<file path="config.mk">
export PLATFORM = sky130hd
export DESIGN_NAME = pipeline_hazard_controller_flat
export DESIGN_NICKNAME = d
export VERILOG_FILES = /design/src/rtl/pipeline_hazard_controller_pkg.sv /design/src/rtl/pipeline_hazard_controller_if.sv /design/src/rtl/pipeline_hazard_controller_load_use_detect.sv /design/src/rtl/pipeline_hazard_controller.sv /design/src/flat_wrapper.sv
export SDC_FILE = /design/constraint.sdc
export NUM_CORES = 1
export LEC_CHECK = 0
export CAP_MARGIN = 5
export CORE_MARGIN = 3
export CORE_UTILIZATION = 53
export CTS_BUF_LIST = sky130_fd_sc_hd__clkbuf_4 sky130_fd_sc_hd__clkbuf_8
export CTS_CLUSTER_DIAMETER = 100
export CTS_CLUSTER_SIZE = 40
export DETAILED_ROUTE_END_ITERATION = 8
export HOLD_SLACK_MARGIN = 0.1
export MAX_ROUTING_LAYER = met4
export PLACE_DENSITY = 0.88
export SYNTH_ARGS = -nofsm -noshare
export SYNTH_HDL_FRONTEND = slang
export SYNTH_SLANG_ARGS = --single-unit
</file>
<file path="constraint.sdc">
create_clock -name clk -period 4.6 [get_ports clk]
set_input_delay 0.69 -clock clk [delete_from_list [all_inputs] [get_ports clk]]
set_output_delay 0.69 -clock clk [all_outputs]
set_load 0.02 [all_outputs]
</file>
<file path="src/rtl/pipeline_hazard_controller_pkg.sv">
// Shared definitions for the pipeline hazard controller: FSM state
// encoding, register-file constants and the default drain depth.
package pipeline_hazard_controller_pkg;

    localparam int REG_W = 5;
    localparam logic [REG_W-1:0] REG_X0 = '0;
    localparam int DRAIN_DEPTH_DEFAULT = 3;

    typedef enum logic [1:0] {
        RUN      = 2'b00,
        MEM_WAIT = 2'b01,
        DRAIN    = 2'b10,
        HALTED   = 2'b11
    } hz_state_t;

endpackage

</file>
<file path="src/rtl/pipeline_hazard_controller_if.sv">
// Hazard indicators from ID/EX/MEM and the resulting pipeline control.
// The pipeline datapath is the master, the hazard controller the slave.
interface pipeline_hazard_controller_if
    import pipeline_hazard_controller_pkg::*;
#(
    parameter int CNT_W = 32
);
    logic [REG_W-1:0] id_rs1;
    logic [REG_W-1:0] id_rs2;
    logic             id_use_rs1;
    logic             id_use_rs2;
    logic [REG_W-1:0] id_ex_rd;
    logic             id_ex_mem_read;
    logic             id_halt_req;
    logic             ex_mispredict;
    logic             dmem_req;
    logic             dmem_done;

    logic             pc_write;
    logic             if_id_write;
    logic             if_id_flush;
    logic             id_ex_write;
    logic             id_ex_bubble;
    logic             ex_mem_write;
    logic             mem_wb_bubble;
    logic             is_halted;
    logic [CNT_W-1:0] stall_count;

    modport master (
        output id_rs1, id_rs2, id_use_rs1, id_use_rs2, id_ex_rd, id_ex_mem_read,
               id_halt_req, ex_mispredict, dmem_req, dmem_done,
        input  pc_write, if_id_write, if_id_flush, id_ex_write, id_ex_bubble,
               ex_mem_write, mem_wb_bubble, is_halted, stall_count
    );

    modport slave (
        input  id_rs1, id_rs2, id_use_rs1, id_use_rs2, id_ex_rd, id_ex_mem_read,
               id_halt_req, ex_mispredict, dmem_req, dmem_done,
        output pc_write, if_id_write, if_id_flush, id_ex_write, id_ex_bubble,
               ex_mem_write, mem_wb_bubble, is_halted, stall_count
    );

endinterface

</file>
<file path="src/rtl/pipeline_hazard_controller_load_use_detect.sv">
// Load-use hazard detection: the EX instruction is a load whose
// destination (never x0) is read by the instruction currently in ID.
module pipeline_hazard_controller_load_use_detect
    import pipeline_hazard_controller_pkg::*;
(
    input  logic [REG_W-1:0] id_rs1,
    input  logic [REG_W-1:0] id_rs2,
    input  logic             id_use_rs1,
    input  logic             id_use_rs2,
    input  logic [REG_W-1:0] id_ex_rd,
    input  logic             id_ex_mem_read,
    output logic             load_use
);

    // Compare the load destination against each source operand actually read
    always_comb begin
        load_use = id_ex_mem_read && (id_ex_rd != REG_X0) &&
                   ((id_use_rs1 && (id_ex_rd == id_rs1)) ||
                    (id_use_rs2 && (id_ex_rd == id_rs2)));
    end

endmodule

</file>
<file path="src/rtl/pipeline_hazard_controller.sv">
// Central stall/flush sequencer for the 5-stage RV32I pipeline. Handles
// load-use, control, data-memory latency and the ECALL halt drain;
// forwarding-resolvable hazards are handled elsewhere.
module pipeline_hazard_controller
    import pipeline_hazard_controller_pkg::*;
#(
    parameter int DRAIN_DEPTH = DRAIN_DEPTH_DEFAULT,
    parameter int CNT_W       = 32
) (
    input logic clk,
    input logic reset,
    pipeline_hazard_controller_if.slave hz
);

    localparam int DW = $clog2(DRAIN_DEPTH + 1);

    hz_state_t        state;
    hz_state_t        state_next;
    logic [DW-1:0]    drain_cnt;
    logic [DW-1:0]    drain_next;
    logic             is_halted;
    logic [CNT_W-1:0] stall_count;

    logic load_use;
    logic mem_stall;
    logic freeze;

    logic pc_write;
    logic if_id_write;
    logic if_id_flush;
    logic id_ex_write;
    logic id_ex_bubble;
    logic ex_mem_write;
    logic mem_wb_bubble;

    pipeline_hazard_controller_load_use_detect u_load_use_detect (
        .id_rs1         (hz.id_rs1),
        .id_rs2         (hz.id_rs2),
        .id_use_rs1     (hz.id_use_rs1),
        .id_use_rs2     (hz.id_use_rs2),
        .id_ex_rd       (hz.id_ex_rd),
        .id_ex_mem_read (hz.id_ex_mem_read),
        .load_use       (load_use)
    );

    assign mem_stall = hz.dmem_req && !hz.dmem_done;

    // Per-state hazard arbitration: control outputs and next-state/drain values
    always_comb begin
        pc_write      = 1'b1;
        if_id_write   = 1'b1;
        if_id_flush   = 1'b0;
        id_ex_write   = 1'b1;
        id_ex_bubble  = 1'b0;
        ex_mem_write  = 1'b1;
        mem_wb_bubble = 1'b0;
        freeze        = 1'b0;
        state_next    = state;
        drain_next    = drain_cnt;

        unique case (state)
            RUN: begin
                if (mem_stall) begin
                    freeze     = 1'b1;
                    state_next = MEM_WAIT;
                end else if (hz.ex_mispredict) begin
                    if_id_flush  = 1'b1;
                    id_ex_bubble = 1'b1;
                end else if (load_use) begin
                    pc_write     = 1'b0;
                    if_id_write  = 1'b0;
                    id_ex_bubble = 1'b1;
                end else if (hz.id_halt_req) begin
                    pc_write    = 1'b0;
                    if_id_flush = 1'b1;
                    drain_next  = DW'(DRAIN_DEPTH);
                    state_next  = DRAIN;
                end
            end
            MEM_WAIT: begin
                if (!hz.dmem_done) begin
                    freeze = 1'b1;
                end else begin
                    state_next = RUN;
                end
            end
            DRAIN: begin
                if (mem_stall) begin
                    freeze = 1'b1;
                end else begin
                    pc_write     = 1'b0;
                    if_id_flush  = 1'b1;
                    id_ex_bubble = 1'b1;
                    drain_next   = drain_cnt - DW'(1);
                    if (drain_cnt == DW'(1)) begin
                        state_next = HALTED;
                    end
                end
            end
            HALTED: begin
                pc_write     = 1'b0;
                if_id_write  = 1'b0;
                id_ex_write  = 1'b0;
                ex_mem_write = 1'b0;
            end
            default: ;
        endcase

        // A memory freeze overrides whatever the state would otherwise drive
        if (freeze) begin
            pc_write      = 1'b0;
            if_id_write   = 1'b0;
            if_id_flush   = 1'b0;
            id_ex_write   = 1'b0;
            id_ex_bubble  = 1'b0;
            ex_mem_write  = 1'b0;
            mem_wb_bubble = 1'b1;
        end
    end

    // State, drain counter, halt flag and saturating stall counter
    always_ff @(posedge clk) begin
        if (reset) begin
            state       <= RUN;
            drain_cnt   <= '0;
            is_halted   <= 1'b0;
            stall_count <= '0;
        end else begin
            state     <= state_next;
            drain_cnt <= drain_next;
            is_halted <= (state_next == HALTED);
            if ((state == RUN || state == MEM_WAIT) && !pc_write && (stall_count != '1)) begin
                stall_count <= stall_count + CNT_W'(1);
            end
        end
    end

    assign hz.pc_write      = pc_write;
    assign hz.if_id_write   = if_id_write;
    assign hz.if_id_flush   = if_id_flush;
    assign hz.id_ex_write   = id_ex_write;
    assign hz.id_ex_bubble  = id_ex_bubble;
    assign hz.ex_mem_write  = ex_mem_write;
    assign hz.mem_wb_bubble = mem_wb_bubble;
    assign hz.is_halted     = is_halted;
    assign hz.stall_count   = stall_count;

endmodule

</file>
<file path="src/flat_wrapper.sv">
// flat-port wrapper written by rule: the top's interface ports become plain ports
module pipeline_hazard_controller_flat import pipeline_hazard_controller_pkg::*;
#(
    parameter int DRAIN_DEPTH = DRAIN_DEPTH_DEFAULT,
    parameter int CNT_W       = 32
)
  (clk, reset, hz_id_rs1, hz_id_rs2, hz_id_use_rs1, hz_id_use_rs2, hz_id_ex_rd, hz_id_ex_mem_read, hz_id_halt_req, hz_ex_mispredict, hz_dmem_req, hz_dmem_done, hz_pc_write, hz_if_id_write, hz_if_id_flush, hz_id_ex_write, hz_id_ex_bubble, hz_ex_mem_write, hz_mem_wb_bubble, hz_is_halted, hz_stall_count);
  pipeline_hazard_controller_if #(.CNT_W(CNT_W)) hz_i ();
  input logic clk;
  input logic reset;
  input wire logic [$bits(hz_i.id_rs1)-1:0] hz_id_rs1;
  input wire logic [$bits(hz_i.id_rs2)-1:0] hz_id_rs2;
  input wire logic [$bits(hz_i.id_use_rs1)-1:0] hz_id_use_rs1;
  input wire logic [$bits(hz_i.id_use_rs2)-1:0] hz_id_use_rs2;
  input wire logic [$bits(hz_i.id_ex_rd)-1:0] hz_id_ex_rd;
  input wire logic [$bits(hz_i.id_ex_mem_read)-1:0] hz_id_ex_mem_read;
  input wire logic [$bits(hz_i.id_halt_req)-1:0] hz_id_halt_req;
  input wire logic [$bits(hz_i.ex_mispredict)-1:0] hz_ex_mispredict;
  input wire logic [$bits(hz_i.dmem_req)-1:0] hz_dmem_req;
  input wire logic [$bits(hz_i.dmem_done)-1:0] hz_dmem_done;
  output wire logic [$bits(hz_i.pc_write)-1:0] hz_pc_write;
  output wire logic [$bits(hz_i.if_id_write)-1:0] hz_if_id_write;
  output wire logic [$bits(hz_i.if_id_flush)-1:0] hz_if_id_flush;
  output wire logic [$bits(hz_i.id_ex_write)-1:0] hz_id_ex_write;
  output wire logic [$bits(hz_i.id_ex_bubble)-1:0] hz_id_ex_bubble;
  output wire logic [$bits(hz_i.ex_mem_write)-1:0] hz_ex_mem_write;
  output wire logic [$bits(hz_i.mem_wb_bubble)-1:0] hz_mem_wb_bubble;
  output wire logic [$bits(hz_i.is_halted)-1:0] hz_is_halted;
  output wire logic [$bits(hz_i.stall_count)-1:0] hz_stall_count;
  assign hz_i.id_rs1 = hz_id_rs1;
  assign hz_i.id_rs2 = hz_id_rs2;
  assign hz_i.id_use_rs1 = hz_id_use_rs1;
  assign hz_i.id_use_rs2 = hz_id_use_rs2;
  assign hz_i.id_ex_rd = hz_id_ex_rd;
  assign hz_i.id_ex_mem_read = hz_id_ex_mem_read;
  assign hz_i.id_halt_req = hz_id_halt_req;
  assign hz_i.ex_mispredict = hz_ex_mispredict;
  assign hz_i.dmem_req = hz_dmem_req;
  assign hz_i.dmem_done = hz_dmem_done;
  assign hz_pc_write = hz_i.pc_write;
  assign hz_if_id_write = hz_i.if_id_write;
  assign hz_if_id_flush = hz_i.if_id_flush;
  assign hz_id_ex_write = hz_i.id_ex_write;
  assign hz_id_ex_bubble = hz_i.id_ex_bubble;
  assign hz_ex_mem_write = hz_i.ex_mem_write;
  assign hz_mem_wb_bubble = hz_i.mem_wb_bubble;
  assign hz_is_halted = hz_i.is_halted;
  assign hz_stall_count = hz_i.stall_count;
  pipeline_hazard_controller #(.DRAIN_DEPTH(DRAIN_DEPTH), .CNT_W(CNT_W)) u_core (.clk(clk), .reset(reset), .hz(hz_i));
endmodule
</file>
======== Word level (Yosys, flattened, before mapping) ========
Cells that the tools add are included.
storage, ports and cells
  bits in registers ....................... 37
  input port bits ......................... 24
  output and inout port bits .............. 40
cells by class
  $add $sub $neg .......................... 2
  equality and inequality tests ........... 13
  multiplexer cells ....................... 43
  reductions and logical operators ........ 16
operators by type and width
  operator                                                             count
  32-bit by 1-bit adder with 32-bit output (second input constant)     1
  32-bit inequality test (second input constant)                       1
  1-bit 2-to-1 mux                                                     24
  2-bit 2-to-1 mux                                                     12
  5-bit == test                                                        2
  2-bit inequality test (second input constant)                        5
  1-bit case mux with 2 select lines                                   4
  1-bit logical AND                                                    7
  2-bit == test (second input constant)                                3
  2-bit case mux with 3 select lines                                   1
  6-bit AND reduction                                                  1
  5-bit nonzero test                                                   1
  2-bit by 1-bit == test with 1-bit output (second input constant)     2
  2-bit case mux with 2 select lines                                   1
  1-bit case mux with 3 select lines                                   1
  1-bit logical NOT                                                    2
  2-bit logical NOT                                                    1
  1-bit logical OR                                                     2
  2-bit nonzero test                                                   1
  2-bit OR reduction                                                   1
  2-bit by 1-bit subtractor with 2-bit output (second input constant)  1

======== Logic depth before layout (Yosys ltp) ========
Gate-level depths: netlist (run 1).
  word-level depth ........................ 12
  mapped depth ............................ 10
  mapped depth without buffers ............ 8

======== Cells and area by module ========
From an unflattened synthesis (run 1), not the netlist that was laid out.
unflattened totals
  cells, all modules ...................... 252
  area, all modules ....................... 2067.0 µm²
by module, submodules not included
  module                                      instances  cells each  area an instance (µm²)  seq. area each (µm²)
  pipeline_hazard_controller                  1          235         1933.1                  740.7
  pipeline_hazard_controller_load_use_detect  1          17          133.9                   0.0

======== Least setup slack after synthesis (run 1) ========
Ideal clock, no wire load.
  kind .................................... input-to-output
  start point ............................. input hz_id_ex_rd[0]
  end point ............................... output hz_if_id_flush
  arrival ................................. 1.972 ns
  path slack .............................. 1.938 ns
  stages on the path ...................... 5
  path buffers ............................ 0
  cell sequence ........................... or4_1 -> o21ai_0 -> a21o_1 -> nand2_1 -> a21oi_1
on the way
  word-level cells in the longest chain between the ends .. 9
  elaborated cells on any way between the ends .. 13
  classes of those cells .................. 2 x eq/ne; 5 x mux; 6 x reduce/logical
RTL lines
  what                                    RTL line                                                                                            RTL
  start, declared                         flat_wrapper.sv:15                                                                                  input wire logic [$bits(hz_i.id_ex_rd)-1:0] hz_id_ex_rd;
  5-bit == test (on tied branches)        pipeline_hazard_controller_load_use_detect.sv:18, pipeline_hazard_controller_load_use_detect.sv:19
  1-bit logical AND (on tied branches)    pipeline_hazard_controller_load_use_detect.sv:18, pipeline_hazard_controller_load_use_detect.sv:19
  1-bit logical OR                        pipeline_hazard_controller_load_use_detect.sv:18                                                    ((id_use_rs1 && (id_ex_rd == id_rs1)) ||
  1-bit logical AND (*)                   pipeline_hazard_controller_load_use_detect.sv:17                                                    load_use = id_ex_mem_read && (id_ex_rd != REG_X0) &&
  1-bit 2-to-1 mux (*)                    pipeline_hazard_controller.sv:69                                                                    end else if (load_use) begin
  1-bit 2-to-1 mux (*)                    pipeline_hazard_controller.sv:66                                                                    end else if (hz.ex_mispredict) begin
  1-bit 2-to-1 mux (*)                    pipeline_hazard_controller.sv:63                                                                    if (mem_stall) begin
  1-bit case mux with 2 select lines (*)  pipeline_hazard_controller.sv:61                                                                    unique case (state)
  1-bit 2-to-1 mux (*)                    pipeline_hazard_controller.sv:110                                                                   if (freeze) begin
  end, declared                           flat_wrapper.sv:23                                                                                  output wire logic [$bits(hz_i.if_id_flush)-1:0] hz_if_id_flush;
Mark *: on every way between the ends. The rest lies on a longest branch, timed or not.

======== Worst setup path after layout (run 1) ========
  start point ............................. input hz_id_ex_rd[1]
  end point ............................... output hz_if_id_write
on the way
  word-level cells in the longest chain between the ends .. 9
  elaborated cells on any way between the ends .. 13
  classes of those cells .................. 2 x eq/ne; 5 x mux; 6 x reduce/logical
RTL lines
  what                                    RTL line                                                                                            RTL
  5-bit == test (on tied branches)        pipeline_hazard_controller_load_use_detect.sv:18, pipeline_hazard_controller_load_use_detect.sv:19
  1-bit logical AND (on tied branches)    pipeline_hazard_controller_load_use_detect.sv:18, pipeline_hazard_controller_load_use_detect.sv:19
  1-bit logical OR                        pipeline_hazard_controller_load_use_detect.sv:18
  1-bit logical AND (*)                   pipeline_hazard_controller_load_use_detect.sv:17
  1-bit 2-to-1 mux (*)                    pipeline_hazard_controller.sv:69
  1-bit 2-to-1 mux (*)                    pipeline_hazard_controller.sv:66
  1-bit 2-to-1 mux (*)                    pipeline_hazard_controller.sv:63
  1-bit case mux with 2 select lines (*)  pipeline_hazard_controller.sv:61
  1-bit 2-to-1 mux (*)                    pipeline_hazard_controller.sv:110
  end, declared                           flat_wrapper.sv:22                                                                                  output wire logic [$bits(hz_i.if_id_write)-1:0] hz_if_id_write;
Marked as above.

==> impl_metrics.py, run 1 <==
metrics = {
    "critical_path": {
        "critPathBufInv": 2,
        "crit_path_max_fanout": 5,
        "slowest_delay_ns": 0.55,
        "cpMaxStageDelayCell": "clkdlybuf4s50_1",
        "reg2regPathDepth": 8,
        "crit_top_cell": "clkdlybuf4s50_1",
        "startpoint": "hz_id_ex_rd[1]",
        "endpoint_kind": "primary output",
        "r2r-start": "u_core.hz.stall_count[0]",
        "path_class": "input pin to primary output",
        "r2r-end": "u_core.hz.stall_count[27]",
        "worstPathCellList": "clkdlybuf4s50_1 -> xor2_1 -> nor4_1 -> nand3_1 -> a21o_1 -> o41a_1 -> clkdlybuf4s50_1",
        "worstSetupStartpointType": "input pin",
        "cp_top_family": "buffers and inverters",
        "cp.depth": 7,
        "r2r_slack_ns": 1.72,
        "critPathRequiredTime_ns": 3.91,
        "arrival_ns": 2.96,
        "cp-endpoint": "hz_if_id_write",
    },
    "grt": {
        "grt_max_degree": 44,
        "grt-ovfl-total": 0,
        "grt_pass1_vias": 2047,
        "grt_pass1_wl_mm": 8.98,
        "groute.usage.overall": 0.230,
        "antenna_found_initial": 0,
    },
    "timing": {
        "setup_ws_ns": 0.948,
        "tightestPinTransition_ns": 0.795,
        "max_freq_mhz": 274,
        "hold_viol_final": 0,
        "slew-limit-headroom": 0.469,
        "setup_viol": 0,
        "timing.final.crit_share": 0.794,
        "final.setup.tns_ns": 0,
        "slew_violations": 0,
        "rsz0062_at_grt": "no",
        "clock_skew_ns": 0.00444,
        "min_period_ns": 3.65,
    },
    "logic_synthesis": {
        "synth.area.top_cells": "dfxtp_1 (34%), a21oi_1 (5.3%), xor2_1 (4.5%)",
        "ys_seq_area_frac": 0.342,
        "syn_area_um2": 2160,
        "yosys.cell_types.count": 45,
        "synth_nets": 284,
        "synth_compound_area_frac": 0.171,
        "synth_mux_area_frac": 0.0411,
        "ys.flop_type": "dfxtp_1",
        "syn_inst": 258,
        "synth_edf_count": 0,
        "synth_most_common_cell": "dfxtp_1",
        "synth_area_per_cell_um2": 8.38,
        "yosys_warnings": 0,
        "yosys-top-cells-count": "dfxtp_1 (37), a21oi_1 (23), nor2_1 (21)",
        "synthSimpleGateAreaFrac": 0.328,
        "synthAdderAreaFrac": 0.0116,
        "ys_seq_elements": 37,
        "synth_xor_area_frac": 0.0607,
        "synth_top_area_share": 0.342,
        "synth_top_family_by_area": "simple AND/OR/NAND/NOR gates",
        "async_reset_ff_frac": 0,
        "yosys.area.top_type": "dfxtp_1",
    },
    "clocking": {
        "clk_latency_ns": 0.29,
        "cts_root_buf": "clkbuf_8",
        "clkTransAtPathRegs_ns": 0.07,
        "post-cts-setup-buffers": 0,
        "cts_tree": "built",
        "cts_buffer_depth": 2,
        "cts_max_level": 2,
        "cts_sinks": 37,
        "cts_resized": 0,
        "cts_made_buffers": 5,
        "cts_hold_buffers": 0,
    },
    "floorplanning": {
        "io_pins": 64,
        "initial_core_util": 0.569,
        "die_y_um": 69.9,
        "row_count": 22,
        "die_area_um2": 4880,
        "die_x_um": 69.9,
        "core-area_um2": 3800,
    },
    "drt": {
        "drt-total-wl_mm": 5.30,
        "postRouteAntennaNets": 0,
        "drtPass1Iterations": 4,
        "avgRoutedWirePerCell_um": 14.5,
        "remaining_drc_errors": 0,
        "via_count": 2171,
        "drtIter0Drc": 185,
        "vias_per_cell": 5.95,
    },
    "placement": {
        "dp_slack_ns": 0.950,
        "gp_congestion": 0.878,
        "hpwl_mm": 3.86,
        "portBuffers": 63,
    },
    "worst_hold_path": {
        "worstHoldPathType": "flip-flop to flip-flop",
        "hold_depth": 2,
    },
    "final_layout": {
        "nets": 342,
        "fillCellCount": 283,
        "antenna_cells": 0,
        "area_delta_synth_final_pct": 34.1,
        "drive_gt1_frac": 0.0978,
    },
    "power": {
        "p_leak_nw": 0.929,
        "power_density_nw_per_um2": 264,
        "irDropWorstVdd_mv": 0.155,
    },
    "run_status": {
        "status": "finished, final reports clean",
    },
    "flow_run": {
        "cap_violations": 0,
    },
}
flip-flops by register name, indices dropped and copies added (netlist names):
signal / flops
u_core.state: 2
u_core.hz.stall_count: 32
u_core.hz.is_halted: 1
u_core.drain_cnt: 2
power breakdown:
| part | switching [mW] | internal, mW |
|---|---|---|
| Sequential | 0.0138 | 0.327 |
| Clock | 0.112 | 0.183 |
| Combinational | 0.0699 | 0.0600 |
stage by stage:
step	power [mW]	cells	cell area, um^2	hold WS, ns	utilization
detailed placement	0.478	357	2780	0.473	0.732
floorplan	0.428	258	2160	0.440	-
global placement	0.476	357	2780	0.455	0.732
CTS	0.772	365	2900	0.482	0.764
finish	0.765	365	2900	0.476	0.764
global route	0.802	365	2900	0.526	0.764
tightest hold or removal path, cell delays in order (launching register included):
cell and delay [ns]:
dfxtp_1 0.30, inv_1 0.07, a211oi_1 0.06
final cells by class:
class / instances / area [um^2] / area share
repair buffers: 64 / 638 / 0.220
well taps: 48 / 60.1 / 0.0207
inverters: 5 / 18.8 / 0.00647
flip-flops and latches: 37 / 741 / 0.255
multi-input cells: 203 / 1320 / 0.456
clock buffers: 7 / 90.1 / 0.0310
clock inverters: 1 / 30.0 / 0.0103
placed cells by master (no fill, tap or decap), types with 5 or more instances in the layout:
cell type,synthesis,final
a21oi_1,23,23
clkbuf_8,0,6
clkdlybuf4s50_1,0,63
dfxtp_1,37,37
inv_1,5,5
mux2_2,7,7
nand2_1,12,12
nand3_1,14,14
nand4_1,9,9
nor2_1,21,21
nor2b_1,11,11
nor4_1,9,9
o21ai_0,15,15
o31ai_1,6,6
or3_1,12,12
or4_1,7,7
xor2_1,11,11
worst min-delay path by stage:
| stage | from | endpoint | slack (ns) |
|---|---|---|---|
| 2_1_floorplan | u_core.drain_cnt[1] | u_core.drain_cnt[1] | 0.44 |
| 3_3_place_gp | u_core.drain_cnt[1] | u_core.drain_cnt[1] | 0.46 |
| 3_5_place_dp | u_core.drain_cnt[1] | u_core.drain_cnt[1] | 0.47 |
| 4_1_cts | u_core.drain_cnt[1] | u_core.drain_cnt[1] | 0.48 |
| 5_1_grt | u_core.drain_cnt[1] | u_core.drain_cnt[1] | 0.53 |
| 6_report | u_core.drain_cnt[1] | u_core.drain_cnt[1] | 0.48 |
cell families (layout without fill, tap and decap cells):
| family | count (synthesis) | in the layout |
|---|---|---|
| AND/OR/NAND/NOR | 120 | 120 |
| flip-flops | 37 | 37 |
| AO/OA/AOI/OAI | 58 | 58 |
| multiplexers | 8 | 8 |
| XOR/XNOR | 15 | 15 |
| adder cells (fa/ha/maj) | 2 | 2 |
| buffers and inverters | 18 | 77 |
layer usage:
metal	part of all wire	track usage	up-vias
met1	0.40	0.256	1011
met5	0	-	-
li1	-	-	1068
met2	0.50	0.385	83
met3	0.075	0.0777	9
met4	0.016	0.0766	0
Note: power is estimated with default switching activity, not from simulation.
==> run 2: changes to the inputs <==
--- a/config.mk
+++ b/config.mk
@@ -7,14 +7,14 @@
 export LEC_CHECK = 0
 export CAP_MARGIN = 5
 export CORE_MARGIN = 3
-export CORE_UTILIZATION = 53
+export CORE_UTILIZATION = 49
 export CTS_BUF_LIST = sky130_fd_sc_hd__clkbuf_4 sky130_fd_sc_hd__clkbuf_8
 export CTS_CLUSTER_DIAMETER = 100
 export CTS_CLUSTER_SIZE = 40
 export DETAILED_ROUTE_END_ITERATION = 8
 export HOLD_SLACK_MARGIN = 0.1
 export MAX_ROUTING_LAYER = met4
-export PLACE_DENSITY = 0.88
+export PLACE_DENSITY = 0.83
 export SYNTH_ARGS = -nofsm -noshare
 export SYNTH_HDL_FRONTEND = slang
 export SYNTH_SLANG_ARGS = --single-unit
==> constraint.sdc (replaced) <==
create_clock -name clk -period 3.7 [get_ports clk]
set_input_delay 0.555 -clock clk [delete_from_list [all_inputs] [get_ports clk]]
set_output_delay 0.555 -clock clk [all_outputs]
set_load 0.02 [all_outputs]
==> impl_metrics.py, run 2 (same netlist as run 1, synthesis figures left out) <==
metrics = {
    "clocking": {
        "cts_hold_buffers": 0,
        "cts_resized": 0,
        "cts_made_buffers": 5,
        "post-cts-setup-buffers": 0,
        "cts_sinks": 37,
        "clk_latency_ns": 0.28,
        "clkTransAtPathRegs_ns": 0.07,
        "cts_root_buf": "clkbuf_8",
        "cts_buffer_depth": 2,
        "cts_tree": "built",
        "cts_max_level": 2,
    },
    "grt": {
        "grtUsageMet1": 0.249,
        "met2_usage": 0.327,
        "grt-busiest-layer": "met2",
        "met3_usage": 0.0429,
        "grt_pass1_vias": 1941,
        "grt-ovfl-total": 0,
        "grt_pass1_wl_mm": 8.47,
        "antenna_found_initial": 0,
        "grt_max_degree": 44,
        "groute.usage.overall": 0.202,
    },
    "timing": {
        "final.setup.tns_ns": 0,
        "clock_skew_ns": 0.00558,
        "tightestPinTransition_ns": 0.983,
        "rsz0062_at_grt": "no",
        "slew_violations": 0,
        "timing.final.crit_share": 0.907,
        "max_freq_mhz": 298,
        "hold_viol_final": 0,
        "setup_viol": 0,
        "min_period_ns": 3.35,
        "slew-limit-headroom": 0.342,
    },
    "critical_path": {
        "worstSetupStartpointType": "input pin",
        "endpoint_kind": "primary output",
        "critPathRequiredTime_ns": 3.14,
        "crit_path_max_fanout": 5,
        "arrival_ns": 2.80,
        "path_class": "input pin to primary output",
    },
    "floorplanning": {
        "row_count": 23,
        "die_area_um2": 5250,
        "die_y_um": 72.4,
        "io_pins": 64,
        "initial_core_util": 0.526,
        "core-area_um2": 4120,
        "die_x_um": 72.4,
    },
    "final_layout": {
        "largest_register": "u_core.hz.stall_count",
        "antenna_cells": 0,
        "top_regs": "u_core.hz.stall_count x32, u_core.drain_cnt x2, u_core.state x2",
        "nets": 342,
        "area_delta_synth_final_pct": 33.4,
        "drive_gt1_frac": 0.0978,
        "fin_util": 0.701,
        "fin_area_um2": 2890,
        "final_cell_mix": "clkdlybuf4s50_1 (63), dfxtp_1 (37), a21oi_1 (23), nor2_1 (21), o21ai_0 (15)",
        "final_common_cell": "clkdlybuf4s50_1",
        "largest_register_ffs": 32,
    },
    "run_status": {
        "status": "finished, final reports clean",
    },
    "worst_hold_path": {
        "worstHoldPathType": "flip-flop to flip-flop",
    },
    "placement": {
        "placed_area_um2": 2780,
        "gp_congestion": 0.820,
        "hpwl_mm": 3.75,
        "portBuffers": 63,
    },
    "drt": {
        "drt-total-wl_mm": 5.17,
        "remaining_drc_errors": 0,
        "via_count": 2135,
        "drtPass1Iterations": 4,
        "drtIter0Drc": 171,
        "postRouteAntennaNets": 0,
        "avgRoutedWirePerCell_um": 14.1,
        "vias_per_cell": 5.82,
    },
    "power": {
        "irDropWorstVdd_mv": 0.204,
        "p_leak_nw": 0.921,
        "power_density_nw_per_um2": 311,
    },
    "flow_run": {
        "cap_violations": 0,
    },
}
## run 2: cell types whose count changed in the layout (fill, tap and decap cells not counted), sizes merged
cell	before	now
clkinv	0	1
bufinv	1	0
## run 2: worst max-delay path: stages
cell and delay [ns]:
clkdlybuf4s50_1 0.46, xor2_1 0.19, nor4_2 0.30, nand3_1 0.19
a21o_1 0.26, o41a_1 0.31, clkdlybuf4s50_1 0.54
## run 2: power breakdown
part           switching, mW  leakage, nW  internal [mW]
clock network          0.144       0.0542          0.168
logic                 0.0867        0.568         0.0747
registers             0.0174        0.299          0.407
total                  0.248        0.921          0.650
## run 2: through the flow
step	hold slack (ns)	std cells	worst slack (ns)	power [mW]
2_1_floorplan	0.440	258	1.20	0.532
3_3_place_gp	0.454	359	0.373	0.591
3_5_place_dp	0.473	359	0.328	0.594
4_1_cts	0.484	367	0.317	0.903
5_1_grt	0.520	367	0.185	0.932
6_report	0.482	367	0.345	0.897
## run 2: area by class of cell
class,instances,area (um^2)
clock buffer,7,96.3
clock inverter,1,5.00
fill,348,1230
inverter,5,18.8
multi-input combinational,203,1320
sequential,37,741
tap,50,62.6
timing repair buffer,64,638
## run 2: final timing paths
check                      startpoint                        end  slack (ns)  cells after the start
max                    hz_id_ex_rd[2]             hz_if_id_write        0.35                      7
min               u_core.drain_cnt[1]        u_core.drain_cnt[1]        0.48                      2
max reg2reg  u_core.hz.stall_count[0]  u_core.hz.stall_count[21]        0.75                      8
min reg2reg       u_core.drain_cnt[1]        u_core.drain_cnt[1]        0.48                      2
## run 2: metal layers
metal | part of all wire | vias to the layer above
li1 | - | 1075
met5 | 0 | -
met2 | 0.47 | 65
met1 | 0.46 | 987
met3 | 0.053 | 8
met4 | 0.016 | 0
==> run 3: changes to the inputs <==
--- a/config.mk
+++ b/config.mk
@@ -7,14 +7,15 @@
 export LEC_CHECK = 0
 export CAP_MARGIN = 5
 export CORE_MARGIN = 3
-export CORE_UTILIZATION = 49
+export CORE_UTILIZATION = 55
 export CTS_BUF_LIST = sky130_fd_sc_hd__clkbuf_4 sky130_fd_sc_hd__clkbuf_8
 export CTS_CLUSTER_DIAMETER = 100
 export CTS_CLUSTER_SIZE = 40
 export DETAILED_ROUTE_END_ITERATION = 8
+export DONT_BUFFER_PORTS = 1
 export HOLD_SLACK_MARGIN = 0.1
 export MAX_ROUTING_LAYER = met4
-export PLACE_DENSITY = 0.83
+export PLACE_DENSITY = 0.73
 export SYNTH_ARGS = -nofsm -noshare
 export SYNTH_HDL_FRONTEND = slang
 export SYNTH_SLANG_ARGS = --single-unit
==> constraint.sdc (replaced) <==
create_clock -name clk -period 2.8 [get_ports clk]
set_input_delay 0.42 -clock clk [delete_from_list [all_inputs] [get_ports clk]]
set_output_delay 0.42 -clock clk [all_outputs]
set_load 0.02 [all_outputs]
==> impl_metrics.py, run 3 (same netlist as run 1, synthesis figures left out) <==
metrics = {
    "run_status": {
        "status": "finished, final reports clean",
    },
    "floorplanning": {
        "io_pins": 64,
        "initial_core_util": 0.582,
        "core-area_um2": 3720,
        "die_area_um2": 4720,
        "row_count": 22,
        "die_x_um": 68.7,
        "die_y_um": 68.7,
    },
    "final_layout": {
        "fillCellCount": 333,
        "largest_register_ffs": 32,
        "final_common_cell": "dfxtp_1",
        "fin_util": 0.628,
        "top_regs": "u_core.hz.stall_count x32, u_core.drain_cnt x2, u_core.state x2",
        "final_cell_mix": "dfxtp_1 (37), a21oi_1 (23), nor2_1 (21), o21ai_0 (15), nand3_1 (14)",
        "drive_gt1_frac": 0.158,
        "antenna_cells": 0,
        "largest_register": "u_core.hz.stall_count",
        "area_delta_synth_final_pct": 7.81,
        "stdcell_count": 313,
        "nets": 290,
    },
    "drt": {
        "postRouteAntennaNets": 0,
        "vias_per_cell": 6.22,
        "remaining_drc_errors": 0,
        "drt-total-wl_mm": 4.76,
        "drtIter0Drc": 99,
        "avgRoutedWirePerCell_um": 15.2,
        "drtPass1Iterations": 4,
        "via_count": 1946,
    },
    "timing": {
        "setup_viol": 0,
        "tightestPinTransition_ns": 0.487,
        "min_period_ns": 2.48,
        "timing.final.crit_share": 0.884,
        "final.setup.tns_ns": 0,
        "hold_viol_final": 0,
        "slew_violations": 0,
        "max_freq_mhz": 404,
        "rsz0062_at_grt": "no",
        "clock_skew_ns": 0.00730,
        "slew-limit-headroom": 0.674,
    },
    "critical_path": {
        "worstPathCellList": "nand2b_1 -> a21oi_1 -> o21ba_2 -> nor3_2 -> nor2_4 -> buf_12 -> nor4_1 -> mux2_2",
        "cp_top_family": "simple AND/OR/NAND/NOR gates",
        "critPathRequiredTime_ns": 2.98,
        "crit_path_max_fanout": 43,
        "slowest_delay_ns": 0.57,
        "path_class": "flip-flop to flip-flop",
        "cpMaxStageDelayCell": "dfxtp_1",
        "arrival_ns": 2.66,
        "worstSetupStartpointType": "flip-flop",
        "endpoint_kind": "flip-flop",
        "r2r_slack_ns": 0.32,
        "critPathBufInv": 1,
    },
    "power": {
        "power_density_nw_per_um2": 466,
        "p_total_mw": 1.09,
        "irDropWorstVdd_mv": 0.235,
        "p_leak_nw": 0.749,
    },
    "clocking": {
        "cts_hold_buffers": 0,
        "cts_root_buf": "clkbuf_8",
        "cts_made_buffers": 5,
        "clkTransAtPathRegs_ns": 0.07,
        "cts_resized": 0,
        "cts_tree": "built",
        "cts_max_level": 2,
        "cts_sinks": 37,
        "clk_latency_ns": 0.29,
        "post-cts-setup-buffers": 0,
        "cts_buffer_depth": 2,
    },
    "placement": {
        "gp_congestion": 0.797,
        "portBuffers": 0,
        "hpwl_mm": 3.50,
        "dp.cells": 305,
    },
    "worst_hold_path": {
        "worstHoldPathType": "input pin to flip-flop",
    },
    "grt": {
        "grt_pass1_vias": 1809,
        "groute.usage.overall": 0.221,
        "grt_pass1_wl_mm": 7.71,
        "grt_max_degree": 45,
        "grt-ovfl-total": 0,
        "antenna_found_initial": 0,
    },
    "flow_run": {
        "cap_violations": 0,
    },
}
run 3: layer usage:
layer | track usage | up-vias | routed length [um]
met5 | - | - | 0
met3 | 0.0746 | 7 | 402
met4 | 0.0754 | 0 | 65
li1 | - | 970 | -
met1 | 0.245 | 901 | 1990
met2 | 0.371 | 68 | 2300
run 3: power by group:
group | total [mW] | switching, mW | internal, mW
combinational | 0.169 | 0.105 | 0.0634
clock | 0.371 | 0.189 | 0.182
sequential | 0.548 | 0.0104 | 0.537
total | 1.09 | 0.305 | 0.783
run 3: final cells by class:
type	instances	area [um^2]	area share
Clock buffer	6	76.3	0.0327
Tap cell	48	60.1	0.0258
Inverter	5	18.8	0.00805
Timing Repair Buffer	12	103	0.0440
Clock inverter	2	10.0	0.00429
Multi-Input combinational cell	203	1320	0.568
Sequential cell	37	741	0.318
run 3: final timing paths:
path                               endpoint           startpoint  cells past startpoint
hold / removal    u_core.hz.stall_count[18]                reset                      1
hold reg to reg         u_core.drain_cnt[1]  u_core.drain_cnt[1]                      2
setup reg to reg  u_core.hz.stall_count[27]      u_core.state[0]                      8
setup / recovery  u_core.hz.stall_count[27]      u_core.state[0]                      8
run 3: per-stage QoR:
stage	worst slack (ns)	hold WS [ns]	instance area [um^2]
2_1_floorplan	0.419	0.440	2160
3_3_place_gp	0.316	0.452	2250
3_5_place_dp	0.312	0.459	2250
4_1_cts	0.330	0.179	2330
5_1_grt	0.171	0.180	2330
6_report	0.324	0.198	2330
